$ cat src/rtl/pipe_hazard_ctrl_if.sv
// Hazard-control bundle between the ID/EX pipeline stages and pipe_hazard_ctrl.
// Pipeline side (master) drives decode/EX hazard info; controller (slave) returns enables, flushes, MDU control.
// Ports: ID_* decode fields, ID_EX_* EX-stage load/writeback info, EX_Redirect, PC/IF_ID enables, flushes, Mdu*.
interface pipe_hazard_ctrl_if;
  logic [4:0] ID_rs;
  logic [4:0] ID_rt;
  logic       ID_UseRs;
  logic       ID_UseRt;
  logic       ID_IsMdu;
  logic       ID_IsDiv;
  logic       ID_IsHiLo;
  logic       ID_EX_MemRd;
  logic       ID_EX_RfWr;
  logic [4:0] ID_EX_rw;
  logic       EX_Redirect;
  logic       PC_Wr;
  logic       IF_ID_Wr;
  logic       IF_ID_Flush;
  logic       ID_EX_Flush;
  logic       MduStart;
  logic       MduIsDiv;
  logic       MduBusy;

  modport master (
    output ID_rs, ID_rt, ID_UseRs, ID_UseRt, ID_IsMdu, ID_IsDiv, ID_IsHiLo,
           ID_EX_MemRd, ID_EX_RfWr, ID_EX_rw, EX_Redirect,
    input  PC_Wr, IF_ID_Wr, IF_ID_Flush, ID_EX_Flush, MduStart, MduIsDiv, MduBusy
  );

  modport slave (
    input  ID_rs, ID_rt, ID_UseRs, ID_UseRt, ID_IsMdu, ID_IsDiv, ID_IsHiLo,
           ID_EX_MemRd, ID_EX_RfWr, ID_EX_rw, EX_Redirect,
    output PC_Wr, IF_ID_Wr, IF_ID_Flush, ID_EX_Flush, MduStart, MduIsDiv, MduBusy
  );
endinterface

$ cat src/rtl/pipe_hazard_ctrl.sv
// Pipeline hazard controller: load-use stalls, MDU scheduling/interlock, EX branch/jump flushes.
// Latency: enables/flushes combinational; MduStart/MduIsDiv registered (one cycle after issue); MduBusy = FSM state.
// Backpressure: stalls PC and IF/ID and injects an ID/EX bubble on load-use or while the MDU is busy.
// Ports: clk, rst_n (async active-low), hz (slave modport of pipe_hazard_ctrl_if).
// Optional macro HAZ_PERF_CNT_EN adds StallCnt/FlushCnt 32-bit wrapping event counters.
module pipe_hazard_ctrl #(
  parameter int MUL_LAT = 4,
  parameter int DIV_LAT = 16
) (
  input  logic               clk,
  input  logic               rst_n,
  pipe_hazard_ctrl_if.slave  hz
`ifdef HAZ_PERF_CNT_EN
  ,
  output logic [31:0]        StallCnt,
  output logic [31:0]        FlushCnt
`endif
);

  typedef enum logic {MDU_IDLE = 1'b0, MDU_BUSY = 1'b1} mdu_state_t;

  localparam logic [4:0] MUL_CNT = 5'(MUL_LAT);
  localparam logic [4:0] DIV_CNT = 5'(DIV_LAT);

  mdu_state_t state_q;
  logic [4:0] cnt_q;
  logic       mdu_start_q;
  logic       mdu_is_div_q;

  logic lu_haz;
  logic mdu_haz;
  logic stall;
  logic advance;

  // r0 is hardwired zero, so a load "writing" r0 never creates a dependency.
  assign lu_haz = hz.ID_EX_MemRd & hz.ID_EX_RfWr & (hz.ID_EX_rw != 5'd0) &
                  ((hz.ID_UseRs & (hz.ID_rs == hz.ID_EX_rw)) |
                   (hz.ID_UseRt & (hz.ID_rt == hz.ID_EX_rw)));
  assign mdu_haz = (state_q == MDU_BUSY) & (hz.ID_IsMdu | hz.ID_IsHiLo);
  // A redirect means the ID instruction is wrong-path, so its hazards are moot.
  assign stall   = (lu_haz | mdu_haz) & ~hz.EX_Redirect;
  assign advance = hz.ID_IsMdu & ~stall & ~hz.EX_Redirect;

  always_comb begin
    hz.PC_Wr       = 1'b1;
    hz.IF_ID_Wr    = 1'b1;
    hz.IF_ID_Flush = 1'b0;
    hz.ID_EX_Flush = 1'b0;
    if (hz.EX_Redirect) begin
      hz.IF_ID_Flush = 1'b1;
      hz.ID_EX_Flush = 1'b1;
    end else if (stall) begin
      hz.PC_Wr       = 1'b0;
      hz.IF_ID_Wr    = 1'b0;
      hz.ID_EX_Flush = 1'b1;
    end
  end

  assign hz.MduStart = mdu_start_q;
  assign hz.MduIsDiv = mdu_is_div_q;
  assign hz.MduBusy  = (state_q == MDU_BUSY);

  // MDU scheduler. A redirect never aborts a running op: it is older than the branch.
  always_ff @(posedge clk or negedge rst_n) begin
    if (!rst_n) begin
      state_q      <= MDU_IDLE;
      cnt_q        <= 5'd0;
      mdu_start_q  <= 1'b0;
      mdu_is_div_q <= 1'b0;
    end else begin
      mdu_start_q <= 1'b0;
      case (state_q)
        MDU_IDLE: begin
          if (advance) begin
            mdu_start_q  <= 1'b1;
            mdu_is_div_q <= hz.ID_IsDiv;
            state_q      <= MDU_BUSY;
            cnt_q        <= hz.ID_IsDiv ? DIV_CNT : MUL_CNT;
          end
        end
        MDU_BUSY: begin
          // Busy spans exactly LAT cycles: cnt walks LAT..1.
          if (cnt_q == 5'd1) begin
            state_q <= MDU_IDLE;
            cnt_q   <= 5'd0;
          end else begin
            cnt_q <= cnt_q - 5'd1;
          end
        end
        default: begin
          state_q <= MDU_IDLE;
          cnt_q   <= 5'd0;
        end
      endcase
    end
  end

`ifdef HAZ_PERF_CNT_EN
  logic [31:0] stall_cnt_q;
  logic [31:0] flush_cnt_q;

  always_ff @(posedge clk or negedge rst_n) begin
    if (!rst_n) begin
      stall_cnt_q <= 32'd0;
      flush_cnt_q <= 32'd0;
    end else begin
      if (stall)          stall_cnt_q <= stall_cnt_q + 32'd1;
      if (hz.EX_Redirect) flush_cnt_q <= flush_cnt_q + 32'd1;
    end
  end

  assign StallCnt = stall_cnt_q;
  assign FlushCnt = flush_cnt_q;
`endif

endmodule

$ cat src/flat_wrapper.sv
// flat-port wrapper written by rule: the top's interface ports become plain ports
module pipe_hazard_ctrl_flat 
#(
  parameter int MUL_LAT = 4,
  parameter int DIV_LAT = 16
)
  (clk, rst_n, hz_ID_rs, hz_ID_rt, hz_ID_UseRs, hz_ID_UseRt, hz_ID_IsMdu, hz_ID_IsDiv, hz_ID_IsHiLo, hz_ID_EX_MemRd, hz_ID_EX_RfWr, hz_ID_EX_rw, hz_EX_Redirect, hz_PC_Wr, hz_IF_ID_Wr, hz_IF_ID_Flush, hz_ID_EX_Flush, hz_MduStart, hz_MduIsDiv, hz_MduBusy);
  pipe_hazard_ctrl_if hz_i ();
  input  logic clk;
  input  logic rst_n;
  input wire logic [$bits(hz_i.ID_rs)-1:0] hz_ID_rs;
  input wire logic [$bits(hz_i.ID_rt)-1:0] hz_ID_rt;
  input wire logic [$bits(hz_i.ID_UseRs)-1:0] hz_ID_UseRs;
  input wire logic [$bits(hz_i.ID_UseRt)-1:0] hz_ID_UseRt;
  input wire logic [$bits(hz_i.ID_IsMdu)-1:0] hz_ID_IsMdu;
  input wire logic [$bits(hz_i.ID_IsDiv)-1:0] hz_ID_IsDiv;
  input wire logic [$bits(hz_i.ID_IsHiLo)-1:0] hz_ID_IsHiLo;
  input wire logic [$bits(hz_i.ID_EX_MemRd)-1:0] hz_ID_EX_MemRd;
  input wire logic [$bits(hz_i.ID_EX_RfWr)-1:0] hz_ID_EX_RfWr;
  input wire logic [$bits(hz_i.ID_EX_rw)-1:0] hz_ID_EX_rw;
  input wire logic [$bits(hz_i.EX_Redirect)-1:0] hz_EX_Redirect;
  output wire logic [$bits(hz_i.PC_Wr)-1:0] hz_PC_Wr;
  output wire logic [$bits(hz_i.IF_ID_Wr)-1:0] hz_IF_ID_Wr;
  output wire logic [$bits(hz_i.IF_ID_Flush)-1:0] hz_IF_ID_Flush;
  output wire logic [$bits(hz_i.ID_EX_Flush)-1:0] hz_ID_EX_Flush;
  output wire logic [$bits(hz_i.MduStart)-1:0] hz_MduStart;
  output wire logic [$bits(hz_i.MduIsDiv)-1:0] hz_MduIsDiv;
  output wire logic [$bits(hz_i.MduBusy)-1:0] hz_MduBusy;
  assign hz_i.ID_rs = hz_ID_rs;
  assign hz_i.ID_rt = hz_ID_rt;
  assign hz_i.ID_UseRs = hz_ID_UseRs;
  assign hz_i.ID_UseRt = hz_ID_UseRt;
  assign hz_i.ID_IsMdu = hz_ID_IsMdu;
  assign hz_i.ID_IsDiv = hz_ID_IsDiv;
  assign hz_i.ID_IsHiLo = hz_ID_IsHiLo;
  assign hz_i.ID_EX_MemRd = hz_ID_EX_MemRd;
  assign hz_i.ID_EX_RfWr = hz_ID_EX_RfWr;
  assign hz_i.ID_EX_rw = hz_ID_EX_rw;
  assign hz_i.EX_Redirect = hz_EX_Redirect;
  assign hz_PC_Wr = hz_i.PC_Wr;
  assign hz_IF_ID_Wr = hz_i.IF_ID_Wr;
  assign hz_IF_ID_Flush = hz_i.IF_ID_Flush;
  assign hz_ID_EX_Flush = hz_i.ID_EX_Flush;
  assign hz_MduStart = hz_i.MduStart;
  assign hz_MduIsDiv = hz_i.MduIsDiv;
  assign hz_MduBusy = hz_i.MduBusy;
  pipe_hazard_ctrl #(.MUL_LAT(MUL_LAT), .DIV_LAT(DIV_LAT)) u_core (.clk(clk), .rst_n(rst_n), .hz(hz_i));
endmodule
$ cat config.mk
export PLATFORM = sky130hd
export DESIGN_NAME = pipe_hazard_ctrl_flat
export DESIGN_NICKNAME = d
export VERILOG_FILES = /design/src/rtl/pipe_hazard_ctrl_if.sv /design/src/rtl/pipe_hazard_ctrl.sv /design/src/flat_wrapper.sv
export SDC_FILE = /design/constraint.sdc
export NUM_CORES = 1
export LEC_CHECK = 0
export CAP_MARGIN = 25
export CELL_PAD_IN_SITES_DETAIL_PLACEMENT = 1
export CELL_PAD_IN_SITES_GLOBAL_PLACEMENT = 2
export CORE_MARGIN = 2
export CORE_UTILIZATION = 22
export DETAILED_ROUTE_END_ITERATION = 8
export GPL_TIMING_DRIVEN = 0
export PLACE_DENSITY = 0.85
export SLEW_MARGIN = 25
export SYNTH_ARGS = -nofsm -noshare
export SYNTH_HDL_FRONTEND = slang
export SYNTH_SLANG_ARGS = --single-unit
export TNS_END_PERCENT = 1
$ cat constraint.sdc
create_clock -name clk -period 2.4 [get_ports clk]
set_input_delay 0.48 -clock clk [delete_from_list [all_inputs] [get_ports clk]]
set_output_delay 0.48 -clock clk [all_outputs]
set_load 0.005 [all_outputs]
==> results of run 1 <==
==> placed cells by master, fill, tap and decap left out, types with 2 or more instances in the layout <==
cell type | Yosys | final
o22a_1 | 2 | 2
buf_2 | 0 | 4
xnor2_1 | 13 | 12
buf_4 | 2 | 10
clkdlybuf4s15_1 | 0 | 3
nand4_1 | 3 | 3
clkbuf_4 | 0 | 3
dfrtp_1 | 8 | 8
inv_1 | 5 | 5
o21ai_0 | 2 | 2
ha_1 | 2 | 2
nand3b_1 | 2 | 2
clkdlybuf4s50_1 | 0 | 13
nor3_1 | 3 | 3
nand2_1 | 7 | 6
dlygate4sd2_1 | 0 | 9
nor2_1 | 5 | 5
==> registers in the layout (all words and copies together) (netlist names) <==
register	cells
u_core.hz.MduIsDiv	1
u_core.hz.MduStart	1
u_core.cnt_q	5
u_core.hz.MduBusy	1
==> per-stage QoR <==
step,area [um2],setup WS [ns],setup TNS [ns],utilization (%)
floorplan,659.4,0.3371,0,-
global placement,1008,-0.8044,-2.264,35.95
detailed placement,1008,-0.8541,-2.465,35.95
CTS,1067,0.05934,0,38.05
global route,1080,0.004067,0,38.49
finish,1080,0.07819,0,38.49
==> layout make-up <==
cell class | instances | area [um2] | area share (%)
inverter | 5 | 18.77 | 1.738
clock buffer | 3 | 22.52 | 2.086
sequential | 8 | 200.2 | 18.54
multi-input combinational | 57 | 445.4 | 41.25
timing repair buffer | 39 | 335.3 | 31.05
tap | 31 | 38.79 | 3.592
buffer | 3 | 18.77 | 1.738
==> worst max path at each step <==
stage,start,end
finish,hz_ID_EX_rw[1],hz_PC_Wr
global route,hz_ID_EX_rw[1],hz_PC_Wr
CTS,hz_ID_rs[3],hz_IF_ID_Wr
detailed placement,hz_ID_EX_rw[1],hz_PC_Wr
global placement,hz_ID_EX_rw[1],hz_PC_Wr
floorplan,hz_ID_EX_rw[0],hz_PC_Wr
==> worst max-delay path: cells and delay by family <==
| family | cells | cell delay [ns] |
|---|---|---|
| compound gates | 2 | 0.43 |
| simple gates | 2 | 0.28 |
| buf+inv | 3 | 0.47 |
| xor+xnor | 1 | 0.17 |
==> cells by family (layout without fill, tap and decap cells) <==
family | Yosys count | after routing | synth area share, %
and+or+nand+nor | 24 | 24 | 18.79
AOI/OAI and AO/OA | 17 | 17 | 21.83
xor gates and xnor gates | 13 | 13 | 17.27
DFF | 8 | 8 | 30.36
buffers and inverters | 8 | 50 | 5.692
adders and majority gates | 2 | 2 | 3.794
muxes | 1 | 1 | 2.276
==> where the power goes <==
| part | internal (W) | leakage, nW | switching [W] |
|---|---|---|---|
| combinational | 0.000255 | 0.330 | 0.000210 |
| sequential | 0.000199 | 0.0968 | 0.0000611 |
| clock | 0.0000574 | 0.0138 | 0.0000479 |
| total | 0.000512 | 0.441 | 0.000319 |
==> metal layers <==
layer	global-route usage, %	part of all wire, %	up-vias
li1	-	-	345
met4	1.948	0	0
met2	25.40	55	13
met1	15.25	41	327
met3	3.956	3.1	0
met5	0	0	-
==> repair_timing <==
item / 4_1_cts / 5_1_grt
gates resized for setup: 37 / 4
setup buffers: 7 / 1
setup endpoints to repair: 3 / 3
pin swaps: 18 / 7
==> qor.txt, run 1 <==
TritonCTS buffer count = 3
# hold bufs at CTS = 0
root buf cell = clkbuf_4
die width = 58.75 um
Slew @ Worst Pin = 0.7371 ns
Die Ht = 58.75 um
CP arrival = 1.84 ns
I/O pin count = 32
syn_area_per_cell = 9.033 um2
Design Power = 0.0008307 W
Global Route Usage Sum = 13.52%
ratio of cells with drive above 1 in the final layout = 22.61%
Netlist cell types = 31
DIE AREA = 3451 um2
Post-Layout Cell Count = 146
sequential area share after synthesis = 30.36%
WHS = 0.5047 ns
DR pass1 iterations = 3
IO buf count = 31
cell breakdown of the critical path = clkdlybuf4s15_2 -> xnor2_2 -> nand4_1 -> o22ai_4 -> nand2_2 -> a21o_1 -> buf_4 -> buf_2
CP peak stage delay = 0.26 ns
area leader, netlist = dfrtp_1
power per cell area = 769.3 nW/um2
register bit total from synthesis = 8
initial antenna violation count = 0
Post-Place Cells = 135
top_reg_cell synth = dfrtp_1
Hold Path Class = input pin to async pin
leading cell type by number of instances after synthesis = xnor2_1
VDD IR max = 0.4785 mV
drt wl/cell = 13.98 um
clk sinks = 8
CTS tree = yes
yosys warns = 0
Iteration-0 DRC Markers = 4
Nets = 144
RSZ-0062 raised after global routing = no
largest net degree at the start of global routing = 9
Worst R2R Path Depth = 7
leak pwr = 0.4408 nW
Clock Latency Late Sink = 0.26 ns
vias in the first global route = 777
Setup crit start kind = input pin
Area contributors post-synth = dfrtp_1 (30%), xnor2_1 (17%), nand2_1 (4.0%)
Antenna Nets Post-Route = 0
R2R Setup Slk = 0.45 ns
Post-synth EDFFs = 0
MaxCap Viol Count = 0
Period minus WS final = 2.322 ns
syn nets = 100
Syn-to-layout area delta = 63.76%
asr flop ratio synth = 100.0%
status = finished, final reports clean
Slew Limit Headroom = 50.22%
ANT cells = 0
CP endpoint kind = output pin
top-area cell type share of the netlist area = 30.36%
Slew Limit Fails = 0
Max Clock Skew = 0.01071 ns
final hold violation count = 0
Critical Path Fanout Max = 4
GRT overflow = 0
Clock transition at path regs = 0.06 ns
DRC violations left = 0
worst r2r dst = u_core.cnt_q[4]$_DFFE_PN0P_
Max clock buf depth = 2
cell row count = 19
Initial Util = 23.51%
HPWL Detailed = 1.621 mm
top post-synthesis cells by count = xnor2_1 (13), dfrtp_1 (8), nand2_1 (7), inv_1 (5), nor2_1 (5)
H-tree levels = 1
Final Wtd Congestion = 0.6973
Netlist Area Pre-Place = 659.4 um2
critical path class = input pin to output pin
vias post-DR = 685
first-pass GRT wire length = 3.512 mm
worst r2r src = u_core.cnt_q[1]$_DFFE_PN0P_
vias per inst = 4.692
Final setup viols = 0
Filler cells = 337
routed wire length = 2.041 mm
FMAX = 430.7 MHz
CP max stage cell = o22ai_4
Post-Syn Instances = 73
core region area = 2805 um2
final worst-path cycle share = 96.74%
worst endpoint required time = 1.92 ns
Note: power is estimated with default switching activity, not from simulation.
==> run 2, diff against run 1 <==
==> constraint.sdc (replaced) <==
create_clock -name clk -period 2.4 [get_ports clk]
set_input_delay 0.72 -clock clk [delete_from_list [all_inputs] [get_ports clk]]
set_output_delay 0.72 -clock clk [all_outputs]
set_load 0.005 [all_outputs]
==> run 2 against run 1 <==
  * The run now ends with negative setup slack left
  * Core utilization up 0.49 points
  * Final cell count did not move
  * Clock power hardly changed
  * Sequential cell count is the same
  * Count of clock-buffer cells in the layout stayed put
  * Critical path depth fell by 1
  * Non-clock buffer count stayed put
  * Worst hold slack better by 0.014 ns
  * Via count up 4.2%
  * Critical endpoint unchanged
  * Highest routed layer is now met4
==> qor.txt, run 2 (synthesized netlist as in run 1, its figures left out) <==
Max Clock Skew = 0.01172 ns (+0.001005 ns)
WHS = 0.5185 ns (+0.01385 ns)
vias post-DR = 714 (+4.2%)
final hold violation count = 0 (unchanged)
Net Sw Frac = 38.87% (+0.49 points)
Hold Path Class = flop to flop
root buf cell = clkbuf_4
Nets = 144 (unchanged)
core region area = 2805 um2 (unchanged)
HPWL Detailed = 1.675 mm (+3.3%)
most frequent cells in the layout = clkdlybuf4s50_1 (12), xnor2_1 (10), buf_4 (10)
die width = 58.75 um (unchanged)
buffers and inverters on the worst path = 3 (unchanged)
# hold bufs at CTS = 0 (unchanged)
Final Wtd Congestion = 0.7001 (+0.40%)
cell breakdown of the critical path = buf_8 -> or4_4 -> o211a_4 -> nand2_2 -> a21o_1 -> buf_6 -> buf_6
TritonCTS buffer count = 3 (unchanged)
Die Ht = 58.75 um (unchanged)
pre-CTS WS = -1.313 ns (-0.4584 ns)
Clock transition at path regs = 0.05 ns (about the same)
clk sinks = 8 (unchanged)
worst endpoint required time = 1.68 ns (-0.24 ns)
I/O pin count = 32 (unchanged)
Crit path max-delay family = simple AND/OR/NAND/NOR gates
Setup crit start kind = input pin
first-pass GRT wire length = 3.567 mm (+1.6%)
power per cell area = 781.3 nW/um2 (+1.6%)
Critical Path Fanout Max = 3 (-1)
Filler cells = 344 (+2.1%)
initial antenna violation count = 0 (unchanged)
failing checks = negative setup slack
ratio of cells with drive above 1 in the final layout = 30.43% (+7.8 points)
commonest non-fill, non-tap cell in the layout = clkdlybuf4s50_1
Syn-to-layout area delta = 65.84%
H-tree levels = 1 (unchanged)
CP arrival = 1.98 ns (+0.14 ns)
Clock power frac = 12.5% (-0.2 points)
Initial Util = 23.51% (unchanged)
final worst-path cycle share = 112.7% (+16 points)
Period minus WS final = 2.705 ns (+0.3830 ns)
Final setup viols = 3 (+3)
Antenna Nets Post-Route = 0 (unchanged)
Flop pwr share = 30.4% (-0.9 points)
DR pass1 iterations = 2 (-1)
IO buf count = 31 (unchanged)
RSZ-0062 raised after global routing = yes
leak pwr = 0.4557 nW (+3.4%)
vias in the first global route = 787 (+1.3%)
Clock Latency Late Sink = 0.26 ns (about the same)
final worst-path setup slack = -0.3048 ns (-0.3830 ns)
Comb pwr share = 57.0% (+1.0 points)
VDD IR max = 0.4453 mV (-6.9%)
routed wire length = 2.178 mm (+6.7%)
max reg flops = 5 (unchanged)
Largest Register = u_core.cnt_q
CP max stage cell = or4_4
cell mode on critical path = buf_6
ANT cells = 0 (unchanged)
final setup TNS = -0.8428 ns (-0.8428 ns)
vias per inst = 4.890 (+4.2%)
CP endpoint kind = output pin
critical path class = input pin to output pin
Max clock buf depth = 2 (unchanged)
Slew @ Worst Pin = 0.8027 ns (+0.06566 ns)
P_int = 0.0005223 W (+2.0%)
CTS tree = yes
FMAX = 369.7 MHz (-14%)
drt wl/cell = 14.92 um (+6.7%)
Slew Limit Headroom = 45.79% (-4.4 points)
DIE AREA = 3451 um2 (unchanged)
sw power = 0.0003321 W (+4.2%)
GRT overflow = 0 (unchanged)
largest net degree at the start of global routing = 9 (unchanged)
MaxCap Viol Count = 0 (unchanged)
DRC violations left = 0 (unchanged)
Slew Limit Fails = 0 (unchanged)
Global Route Usage Sum = 13.86% (+0.34 points)
status = finished with violations
CP peak stage delay = 0.54 ns (+0.28 ns)
cell row count = 19 (unchanged)
Iteration-0 DRC Markers = 6 (+2)
[run 2: cell count changes in the layout (fill, tap and decap cells not counted), sizes merged]
cell / previous run / this run
dlygate4sd2: 9 / 3
clkdlybuf4s50: 13 / 12
clkdlybuf4s15: 4 / 3
clkbuf: 5 / 9
buf: 14 / 18
[run 2: per-stage QoR]
stage | utilization, % | cells | cell area (um2) | power, W
2_1_floorplan | - | 73 | 659.4 | 0.0005501
3_3_place_gp | 35.95 | 135 | 1008 | 0.0007164
3_5_place_dp | 35.95 | 135 | 1008 | 0.0007380
4_1_cts | 39.03 | 145 | 1095 | 0.0008608
5_1_grt | 38.98 | 146 | 1094 | 0.0009285
6_report | 38.98 | 146 | 1094 | 0.0008544
[run 2: worst register-to-register path: stages, from the launching register on]
cell and delay, ns:
dfrtp_1 0.39, inv_1 0.08, ha_1 0.15, inv_1 0.06, o41ai_1 0.72, a2bb2oi_1 0.28
o22a_1 0.18, nand3_1 0.07
[run 2: power groups by stage]
stage | registers (W) | clock network (W) | logic [W]
after CTS | 0.000259 | 0.000113 | 0.000488
after floorplan | 0.000251 | 0 | 0.000299
final | 0.000260 | 0.000107 | 0.000487
after global placement | 0.000260 | 0 | 0.000457
after global routing | 0.000271 | 0.000124 | 0.000533
after detailed placement | 0.000262 | 0 | 0.000476
[run 2: cell type report]
type / count / area, um2 / area share (%)
inverters: 5 / 18.77 / 1.716
clock buffers: 3 / 22.52 / 2.059
multi-input cells: 57 / 460.4 / 42.11
plain buffers: 3 / 22.52 / 2.059
well taps: 31 / 38.79 / 3.547
repair buffers: 39 / 330.3 / 30.21
flip-flops and latches: 8 / 200.2 / 18.31
[run 2: metal layers]
layer	part of all wire (%)	wire length, um	GRT usage [%]
met1	40	879	15.45
met2	54	1168	25.40
met3	3.9	85	4.396
met4	2.0	44	3.247
met5	0	0	0
[run 2: path summary, 6_finish.rpt]
kind	slack (ns)	depth (start not counted)	end	from
setup / recovery	-0.30	7	hz_PC_Wr	hz_ID_EX_rw[3]
hold / removal	0.52	1	u_core.hz.MduIsDiv$_DFFE_PN0P_	u_core.hz.MduIsDiv$_DFFE_PN0P_
max in group asynchronous	1.36	1	u_core.cnt_q[0]$_DFFE_PN0P_	rst_n
setup reg to reg	0.36	7	u_core.cnt_q[4]$_DFFE_PN0P_	u_core.cnt_q[1]$_DFFE_PN0P_
min in group asynchronous	0.75	1	u_core.cnt_q[3]$_DFFE_PN0P_	rst_n
hold reg to reg	0.52	1	u_core.hz.MduIsDiv$_DFFE_PN0P_	u_core.hz.MduIsDiv$_DFFE_PN0P_
[run 2: timing repair]
item	in CTS	in global routing
endpoints found under the hold margin	0	0
gates resized for setup	61	11
setup endpoints to repair	5	3
setup buffers	7	1
pin swaps	17	15
==> patch (settings of run 2) <==
`DIV_LAT` is set to 16 in 2 places; all go to 12.
--- a/src/rtl/pipe_hazard_ctrl.sv
+++ b/src/rtl/pipe_hazard_ctrl.sv
@@ -5,7 +5,7 @@
 // Optional macro HAZ_PERF_CNT_EN adds StallCnt/FlushCnt 32-bit wrapping event counters.
 module pipe_hazard_ctrl #(
   parameter int MUL_LAT = 4,
-  parameter int DIV_LAT = 16
+  parameter int DIV_LAT = 12
 ) (
   input  logic               clk,
   input  logic               rst_n,
--- a/src/flat_wrapper.sv
+++ b/src/flat_wrapper.sv
@@ -2,7 +2,7 @@
 module pipe_hazard_ctrl_flat 
 #(
   parameter int MUL_LAT = 4,
-  parameter int DIV_LAT = 16
+  parameter int DIV_LAT = 12
 )
   (clk, rst_n, hz_ID_rs, hz_ID_rt, hz_ID_UseRs, hz_ID_UseRt, hz_ID_IsMdu, hz_ID_IsDiv, hz_ID_IsHiLo, hz_ID_EX_MemRd, hz_ID_EX_RfWr, hz_ID_EX_rw, hz_EX_Redirect, hz_PC_Wr, hz_IF_ID_Wr, hz_IF_ID_Flush, hz_ID_EX_Flush, hz_MduStart, hz_MduIsDiv, hz_MduBusy);
   pipe_hazard_ctrl_if hz_i ();
Check against the original RTL: no difference found for any inputs over 10 cycles, from zero or initial values and one cycle with rst_n low; that may be too few to reach the edited logic, so the function may still have changed.
==> patch against run 2 <==
  * The flow still finishes with violations (negative setup slack)
  * Fmax increased by 1.0%
  * Design area decreased by 6.5%
  * Area after synthesis decreased by 13%
  * Count of clock-buffer cells in the layout unchanged
  * Sequential cell count unchanged
  * Wire length decreased by 22%
  * Setup slack improved by 28 ps
  * Total power decreased by 12%
==> patch: results <==
[place]
io_buffers = 31
pre_cts_ws_ps = -1160
gp_congestion = 0.662
dp_hpwl_microns = 1350

[drt]
drt_iter0_markers = 1
drc = 0
viasPerCell = 4.56
drt-pass1-iter-count = 2
routedWlPerCell_microns = 13.5

[logic_synthesis]
muxShareOfSynthArea = 0.0524
yosys_warnings = 0
synthArstFlopShare = 1.00
ys_types = 24
synth-compound-area-share = 0.175
synth_xor_area_frac = 0.168
seq_area_frac_synth = 0.349
synth_fp_nets = 86
yosys-top-cells-area = dfrtp_1 35%, xnor2_1 17%, mux2_4 5.2%
yosys-top-cells-count = 11 x xnor2_1, 8 x dfrtp_1, 5 x nand2_1, 5 x nor2_1
synthAdderAreaFrac = 0.0437

[grt]
grt_pass1_wl_microns = 2500
grt.met2_usage = 0.226
use_met1 = 0.114
grtUsageTotal = 0.117
antenna_found_initial = 0
grt_pass1_vias = 577
grt_max_degree = 9
met3_usage = 0.0242

[clock_tree]
clkLatencyLatePin_ps = 260
cts_made_buffers = 3

[layout]
largest_reg_flops = 5
drive_above_1_share = 0.323
final_nets = 125
antenna_cells_inserted = 0
largest_register = u_core.cnt_q

[pwr]
leakage_nw = 0.454
vdd_drop_max_mv = 0.491

[hold_path]
hold_path.class = flip-flop to flip-flop

[sta]
timing.final.ws_setup_ps = -277
worstMarginPinSlew_ps = 391
finClkSkew_ps = 5.87
setup_viol_count_final = 3
setup_tns_ps = -615

[outcome]
status = finished, violations left
violations = negative setup slack

[setup_path]
worstPathArrival_ps = 1960
critPathMaxFanout = 2
## patch: power by group
group	internal, mW	switching, mW	total [mW]	leakage [nW]
logic	0.228	0.165	0.392	0.345
clock network	0.0575	0.0500	0.107	0.0138
registers	0.198	0.0507	0.248	0.0959
## patch: path summary, 6_finish.rpt
path                                 endpoint  cells after the start  slack [ps]          startpoint
hold / removal             u_core.hz.MduIsDiv                      1         520  u_core.hz.MduIsDiv
setup reg to reg              u_core.cnt_q[3]                      7         780     u_core.cnt_q[1]
min in group asynchronous     u_core.cnt_q[0]                      1         730               rst_n
max in group asynchronous  u_core.hz.MduStart                      1        1400               rst_n
hold reg to reg            u_core.hz.MduIsDiv                      1         520  u_core.hz.MduIsDiv
setup / recovery                     hz_PC_Wr                      8        -280         hz_ID_rs[4]
## patch: through the flow
stage	power [mW]	utilization	area [sq um]	instances
after floorplan	0.474	-	579	59
final	0.748	0.413	1020	126
after global routing	0.818	0.413	1020	126
after global placement	0.620	0.374	927	120
after detailed placement	0.638	0.374	927	120
after CTS	0.746	0.394	977	126
## patch: repair_timing
| action | CTS | global route |
|---|---|---|
| setup buffers | 3 | 0 |
| setup endpoints to repair | 6 | 3 |
| pin swaps | 18 | 16 |
| resized for setup | 51 | 21 |
## patch: critical path, stage by stage
cell	delay (ps)
clkdlybuf4s15_1	200
xnor2_2	140
nand4_1	130
o22ai_2	240
a21oi_4	80
or2_4	230
buf_6	110
buf_6	100
## patch: layer usage
| layer | vias to the layer above | share of wire |
|---|---|---|
| met3 | 2 | 0.13 |
| met4 | 0 | 0.010 |
| met1 | 264 | 0.40 |
| met5 | - | 0 |
| li1 | 277 | - |
| met2 | 31 | 0.46 |
## patch: cell type report
| cell class | instances | area, sq um |
|---|---|---|
| Sequential cell | 8 | 200 |
| Inverter | 3 | 11.3 |
| Tap cell | 30 | 37.5 |
| Buffer | 3 | 22.5 |
| Multi-Input combinational cell | 45 | 417 |
| Clock buffer | 3 | 22.5 |
| Timing Repair Buffer | 34 | 312 |
| Fill cell | 280 | 1460 |
## patch: kinds of logic after synthesis
group	count (synthesis)
AND/OR/NAND/NOR	19
buffers and inverters	6
flip-flops	8
XOR/XNOR	11
AO/OA/AOI/OAI	11
adder cells (fa/ha/maj)	2
multiplexers	2
